[config.mk]
export PLATFORM = sky130hd
export DESIGN_NAME = pipeline_hazard_ctrl
export DESIGN_NICKNAME = d
export VERILOG_FILES = /design/src/rtl/pipeline_hazard_ctrl.sv
export SDC_FILE = /design/constraint.sdc
export NUM_CORES = 1
export LEC_CHECK = 0
export CAP_MARGIN = 20
export CORE_AREA = 2 2 101 103
export DETAILED_ROUTE_END_ITERATION = 8
export DIE_AREA = 0 0 103 105
export PLACE_DENSITY = 0.75
export SYNTH_ARGS = -nofsm -noshare
export SYNTH_HDL_FRONTEND = slang
export SYNTH_SLANG_ARGS = --single-unit
[constraint.sdc]
create_clock -name clk -period 7 [get_ports clk]
set_clock_uncertainty 0.1 [all_clocks]
set_input_delay 1.4 -clock clk [delete_from_list [all_inputs] [get_ports clk]]
set_output_delay 1.4 -clock clk [all_outputs]
set_load 0.005 [all_outputs]
[src/rtl/pipeline_hazard_ctrl.sv]
// Hazard and forwarding controller for a 5-stage RISC-V pipeline: load-use stalls,
// EX redirect flushes, EX operand forwarding, multicycle-EX freeze and perf counters.
module pipeline_hazard_ctrl #(
   parameter int REG_ADDR_W = 5,
   parameter int LOAD_STALL = 1,
   parameter int CNT_W      = 32
) (
   input  logic                  clk,
   input  logic                  rst_n,
   input  logic [REG_ADDR_W-1:0] id_rs1,
   input  logic [REG_ADDR_W-1:0] id_rs2,
   input  logic                  id_use_rs1,
   input  logic                  id_use_rs2,
   input  logic [REG_ADDR_W-1:0] ex_rs1,
   input  logic [REG_ADDR_W-1:0] ex_rs2,
   input  logic [REG_ADDR_W-1:0] ex_rd,
   input  logic                  ex_memread,
   input  logic                  ex_redirect,
   input  logic                  ex_mc_busy,
   input  logic [REG_ADDR_W-1:0] mem_rd,
   input  logic [REG_ADDR_W-1:0] wb_rd,
   input  logic                  mem_regwrite,
   input  logic                  wb_regwrite,
   input  logic                  perf_clr,
   output logic                  pc_write,
   output logic                  ifid_write,
   output logic                  idex_write,
   output logic                  idex_bubble,
   output logic                  exmem_bubble,
   output logic                  flush_if,
   output logic                  flush_id,
   output logic [1:0]            forward_a,
   output logic [1:0]            forward_b,
   output logic [CNT_W-1:0]      stall_cnt,
   output logic [CNT_W-1:0]      flush_cnt
);

   typedef enum logic [1:0] {
      RUN      = 2'd0,
      LD_STALL = 2'd1,
      MC_STALL = 2'd2
   } state_t;

   localparam logic [1:0]            LS_M1   = 2'(LOAD_STALL - 1);
   localparam logic [REG_ADDR_W-1:0] REG_X0  = {REG_ADDR_W{1'b0}};
   localparam logic [CNT_W-1:0]      CNT_ONE = {{(CNT_W-1){1'b0}}, 1'b1};

   state_t     state_r, state_nx_s;
   logic [1:0] remain_r, remain_nx_s;
   logic       lu_s, ld_active_s, redirect_acc_s;

   function automatic logic [1:0] fwd_sel(
      input logic [REG_ADDR_W-1:0] src,
      input logic [REG_ADDR_W-1:0] m_rd,
      input logic                  m_we,
      input logic [REG_ADDR_W-1:0] w_rd,
      input logic                  w_we
   );
      if (m_we && (m_rd != REG_X0) && (m_rd == src)) begin
         return 2'b10;
      end else if (w_we && (w_rd != REG_X0) && (w_rd == src)) begin
         return 2'b01;
      end else begin
         return 2'b00;
      end
   endfunction

   function automatic logic [CNT_W-1:0] sat_inc(input logic [CNT_W-1:0] v);
      return (v == {CNT_W{1'b1}}) ? v : v + CNT_ONE;
   endfunction

   assign lu_s = ex_memread && (ex_rd != REG_X0) &&
                 ((id_use_rs1 && (id_rs1 == ex_rd)) || (id_use_rs2 && (id_rs2 == ex_rd)));

   // A remaining load stall survives an MC freeze, so it is keyed on remain, not only on LD_STALL.
   assign ld_active_s = (state_r != RUN) && (remain_r != 2'd0);

   // Operand forwarding for the instruction in EX.
   always_comb begin
      forward_a = fwd_sel(ex_rs1, mem_rd, mem_regwrite, wb_rd, wb_regwrite);
      forward_b = fwd_sel(ex_rs2, mem_rd, mem_regwrite, wb_rd, wb_regwrite);
   end

   // Next-state and pipeline control, priority busy > redirect > load stall > run.
   always_comb begin
      pc_write       = 1'b1;
      ifid_write     = 1'b1;
      idex_write     = 1'b1;
      idex_bubble    = 1'b0;
      exmem_bubble   = 1'b0;
      flush_if       = 1'b0;
      flush_id       = 1'b0;
      state_nx_s     = state_r;
      remain_nx_s    = remain_r;
      redirect_acc_s = 1'b0;
      if (ex_mc_busy) begin
         pc_write     = 1'b0;
         ifid_write   = 1'b0;
         idex_write   = 1'b0;
         exmem_bubble = 1'b1;
         state_nx_s   = MC_STALL;
      end else if (ex_redirect) begin
         flush_if       = 1'b1;
         flush_id       = 1'b1;
         redirect_acc_s = 1'b1;
         state_nx_s     = RUN;
         remain_nx_s    = 2'd0;
      end else if (ld_active_s) begin
         pc_write    = 1'b0;
         ifid_write  = 1'b0;
         idex_bubble = 1'b1;
         flush_id    = 1'b1;
         remain_nx_s = remain_r - 2'd1;
         state_nx_s  = (remain_r == 2'd1) ? RUN : LD_STALL;
      end else if (lu_s) begin
         pc_write    = 1'b0;
         ifid_write  = 1'b0;
         idex_bubble = 1'b1;
         flush_id    = 1'b1;
         if (LS_M1 != 2'd0) begin
            state_nx_s  = LD_STALL;
            remain_nx_s = LS_M1;
         end else begin
            state_nx_s  = RUN;
            remain_nx_s = 2'd0;
         end
      end else begin
         state_nx_s  = RUN;
         remain_nx_s = 2'd0;
      end
   end

   // State and remaining-stall register.
   always_ff @(posedge clk or negedge rst_n) begin
      if (!rst_n) begin
         state_r  <= RUN;
         remain_r <= 2'd0;
      end else begin
         state_r  <= state_nx_s;
         remain_r <= remain_nx_s;
      end
   end

   // Saturating performance counters; perf_clr wins over increment.
   always_ff @(posedge clk or negedge rst_n) begin
      if (!rst_n) begin
         stall_cnt <= {CNT_W{1'b0}};
         flush_cnt <= {CNT_W{1'b0}};
      end else if (perf_clr) begin
         stall_cnt <= {CNT_W{1'b0}};
         flush_cnt <= {CNT_W{1'b0}};
      end else begin
         if (!pc_write) begin
            stall_cnt <= sat_inc(stall_cnt);
         end
         if (redirect_acc_s) begin
            flush_cnt <= sat_inc(flush_cnt);
         end
      end
   end

endmodule

==> flow_summary.yaml <==
synth:
  synth_edf_count: 0
  synth_adder_area_share: 0.0117
  synth_xor_area_frac: 0.110
  ys_warn_count: 0
  synth-async-reset-ratio: 1.00
  syn-num-nets: 511
  syn_area_per_cell_um2: 9.26
  syn_inst: 462
  synth-seq-cells: 68
  ys_types: 44
  synth.area.mux_share: 0.0129
  syn_area_mm2: 0.00428
  synth_top_family_by_area: "simple AND/OR/NAND/NOR gates"
  ys.flop_type: "dfrtp_1"
  yosysSeqAreaShare: 0.398
  synth-compound-area-share: 0.135
  synth-simple-area-share: 0.291
power:
  clockPowerShare: 0.378
  internal-power_uw: 583
  swShare: 0.253
  vdd_drop_max_v: 0.0000897
  power_leakage_uw: 0.00209
  power_density_mw_per_mm2: 137
  p_seq_frac: 0.509
  netSwitchingPower_uw: 197
  combPwrFrac: 0.113
finish:
  syn_to_final_growth_pct: 33.2
  fillers: 864
  antenna_cells: 0
  fin_util: 0.591
  layout-drive-gt1-share: 0.0833
  nets: 621
clock_tree:
  cts.clk_slew.worst_paths_ns: 0.07
  clock_sinks: 68
  cts.hold.buffers_added: 0
  cts_buffers: 9
  cts_resized: 0
  clock-root-buffer: "clkbuf_8"
  post-cts-setup-buffers: 0
  clockBufferDepth: 2
  cts_max_level: 3
  clkLatencyLatePin_ns: 0.34
  tritoncts: "done"
sta:
  rsz0062_at_grt: "false"
  setup_viol: 0
  hold_viol: 0
  worst_slew_pin_slew_ns: 0.888
  post-route-period-util: 0.742
  fmax_mhz: 193
  slew_viol_final: 0
  relSlewSlack: 0.408
  setup_tns_ns: 0
  finalWorstPathRequiredPeriod_ns: 5.19
grt:
  grt_overflow_total: 0
  grt_max_degree: 69
  grt_pass1_vias: 3913
  grt_util_all_layers: 0.215
  grt_pass1_wl_um: 18800
  antenna_found_initial: 0
floorplan:
  dieArea_mm2: 0.0108
  core_mm2: 0.00964
  fp.dieH_um: 105
  start_util: 0.444
  row_count: 36
  top_level_ports: 120
  die_w_um: 103
place:
  place.gp.congestion: 0.921
  portBuffers: 119
  dp_hpwl_um: 7940
run_status:
  outcome: "finished, final reports clean"
detailed_routing:
  drtAntennaViolNets: 0
  wl_per_cell_um: 15.8
  drt-vias-per-instance: 5.67
  dr.first_iter.drc_count: 217
  drc: 0
  vias: 4020
  first_pass_iters: 4
  wl_um: 11200
worst_setup_path:
  path_class: "in -> out"
  required_ns: 5.50
  cp_max_fo: 3
  end_kind: "primary output"
  cp.arrival_ns: 3.69
  crit_path_top_delay_cell: "clkdlybuf4s50_1"
  path_cells: "clkdlybuf4s50_1, or4_1, o21ai_0, nor4_1, nor4_1, clkdlybuf4s50_1"
  slowest_delay_ns: 0.57
  startpoint_type: "input pin"
flow_run:
  maxCapViolCount: 0
worst_hold_path:
  hp-class: "reg -> reg"
==> final cells by class <==
type                       instances  area (µm²)  share of cell area
inverter                           8        30.0             0.00527
clock buffer                      11         151              0.0266
clock inverter                     4        25.0             0.00439
sequential                        68        1700               0.299
tap                              133         166              0.0292
timing repair buffer             124        1220               0.214
multi-input combinational        361        2400               0.422
==> registers in the layout, indices dropped and copies added, names as in the netlist <==
register,count
flush_cnt,32
remain_r,2
stall_cnt,32
state_r,2
==> cell usage in the layout (no fill, tap or decap), types with 8 or more instances in the layout <==
cell	count
clkdlybuf4s50_1	117
dfrtp_1	68
nor2_1	34
or4_1	30
xnor2_1	29
nand3_1	28
nand2_1	28
xor2_1	25
o31ai_1	25
a21oi_1	22
nand4_1	20
a21oi_2	14
o21ai_0	11
clkbuf_8	11
nor4_1	10
and3_1	10
and4_1	10
or3_1	10
nor3_1	9
and2_1	9
inv_1	8
==> cell usage after synthesis (2+ instances only) <==
library cell	n	area, µm²
nand2b_1	3	18.8
o21ai_0	11	55.1
nor3b_1	2	15.0
or4_1	30	225
and2_1	9	56.3
a21oi_2	14	123
nor3_2	3	30.0
and4_1	10	87.6
buf_6	4	45.0
o21ai_1	4	20.0
buf_4	3	22.5
or3_1	10	62.6
a21oi_1	22	110
xor2_1	25	219
buf_2	3	15.0
ha_1	4	50.1
nand2_1	28	105
o31ai_1	25	188
and3_1	10	62.6
inv_1	8	30.0
mux2_4	3	45.0
nand3_1	28	140
nand4_1	20	125
xnor2_1	29	254
nor4_1	10	62.6
dfrtp_1	68	1700
clkbuf_1	14	52.6
nor2b_1	4	25.0
nor2_1	34	128
nor3_1	10	50.1
==> metrics by stage <==
step           hold WS (ns)  instance area (µm²)  setup WS (ns)  cells  power [µW]
6_report              0.403                 5700           1.81    709         780
5_1_grt               0.476                 5700           1.67    709         815
4_1_cts               0.406                 5690           1.84    708         791
3_5_place_dp          0.390                 5510           1.85    693         494
3_3_place_gp          0.368                 5510           1.92    693         492
2_1_floorplan         0.352                 4280           2.62    462         443
==> power groups by stage <==
stage	clock network, µW	logic (µW)	registers [µW]
after floorplan	0	38.9	404
after global placement	0	87.4	404
after detailed placement	0	89.1	404
after CTS	304	89.7	397
after global routing	321	97.3	397
final	295	88.4	397
==> layer usage <==
layer	track usage	part of all wire
met2	0.347	0.51
met3	0.0515	0.052
met1	0.286	0.43
met5	0	0
met4	0.0564	0.013
==> critical path: cells and delay by family <==
kind	cells	cell delay (ns)
and+or+nand+nor	3	1.03
AOI/OAI and AO/OA	1	0.23
buffers and inverters	2	1.03
==> kinds of logic (layout without fill, tap and decap cells) <==
kind of cell | after synthesis | count (layout)
simple gates | 215 | 215
compound gates | 84 | 84
flops | 68 | 68
xor+xnor | 54 | 54
buf+inv | 33 | 147
fa+ha+maj | 4 | 4
mux | 4 | 4
==> path summary, 6_finish.rpt <==
check	slack (ns)	depth (start not counted)	to	startpoint
max	1.81	6	forward_a[0]	mem_rd[1]
min reg2reg	0.40	2	remain_r[1]$_DFFE_PN0N_	remain_r[1]$_DFFE_PN0N_
max in group asynchronous	5.06	2	stall_cnt[16]$_DFFE_PN0P_	rst_n
min	0.40	2	remain_r[1]$_DFFE_PN0N_	remain_r[1]$_DFFE_PN0N_
min in group asynchronous	1.14	2	flush_cnt[16]$_DFFE_PN0P_	rst_n
max reg2reg	4.34	6	stall_cnt[15]$_DFFE_PN0P_	stall_cnt[24]$_DFFE_PN0P_
Power figures use the tool's default switching activity.
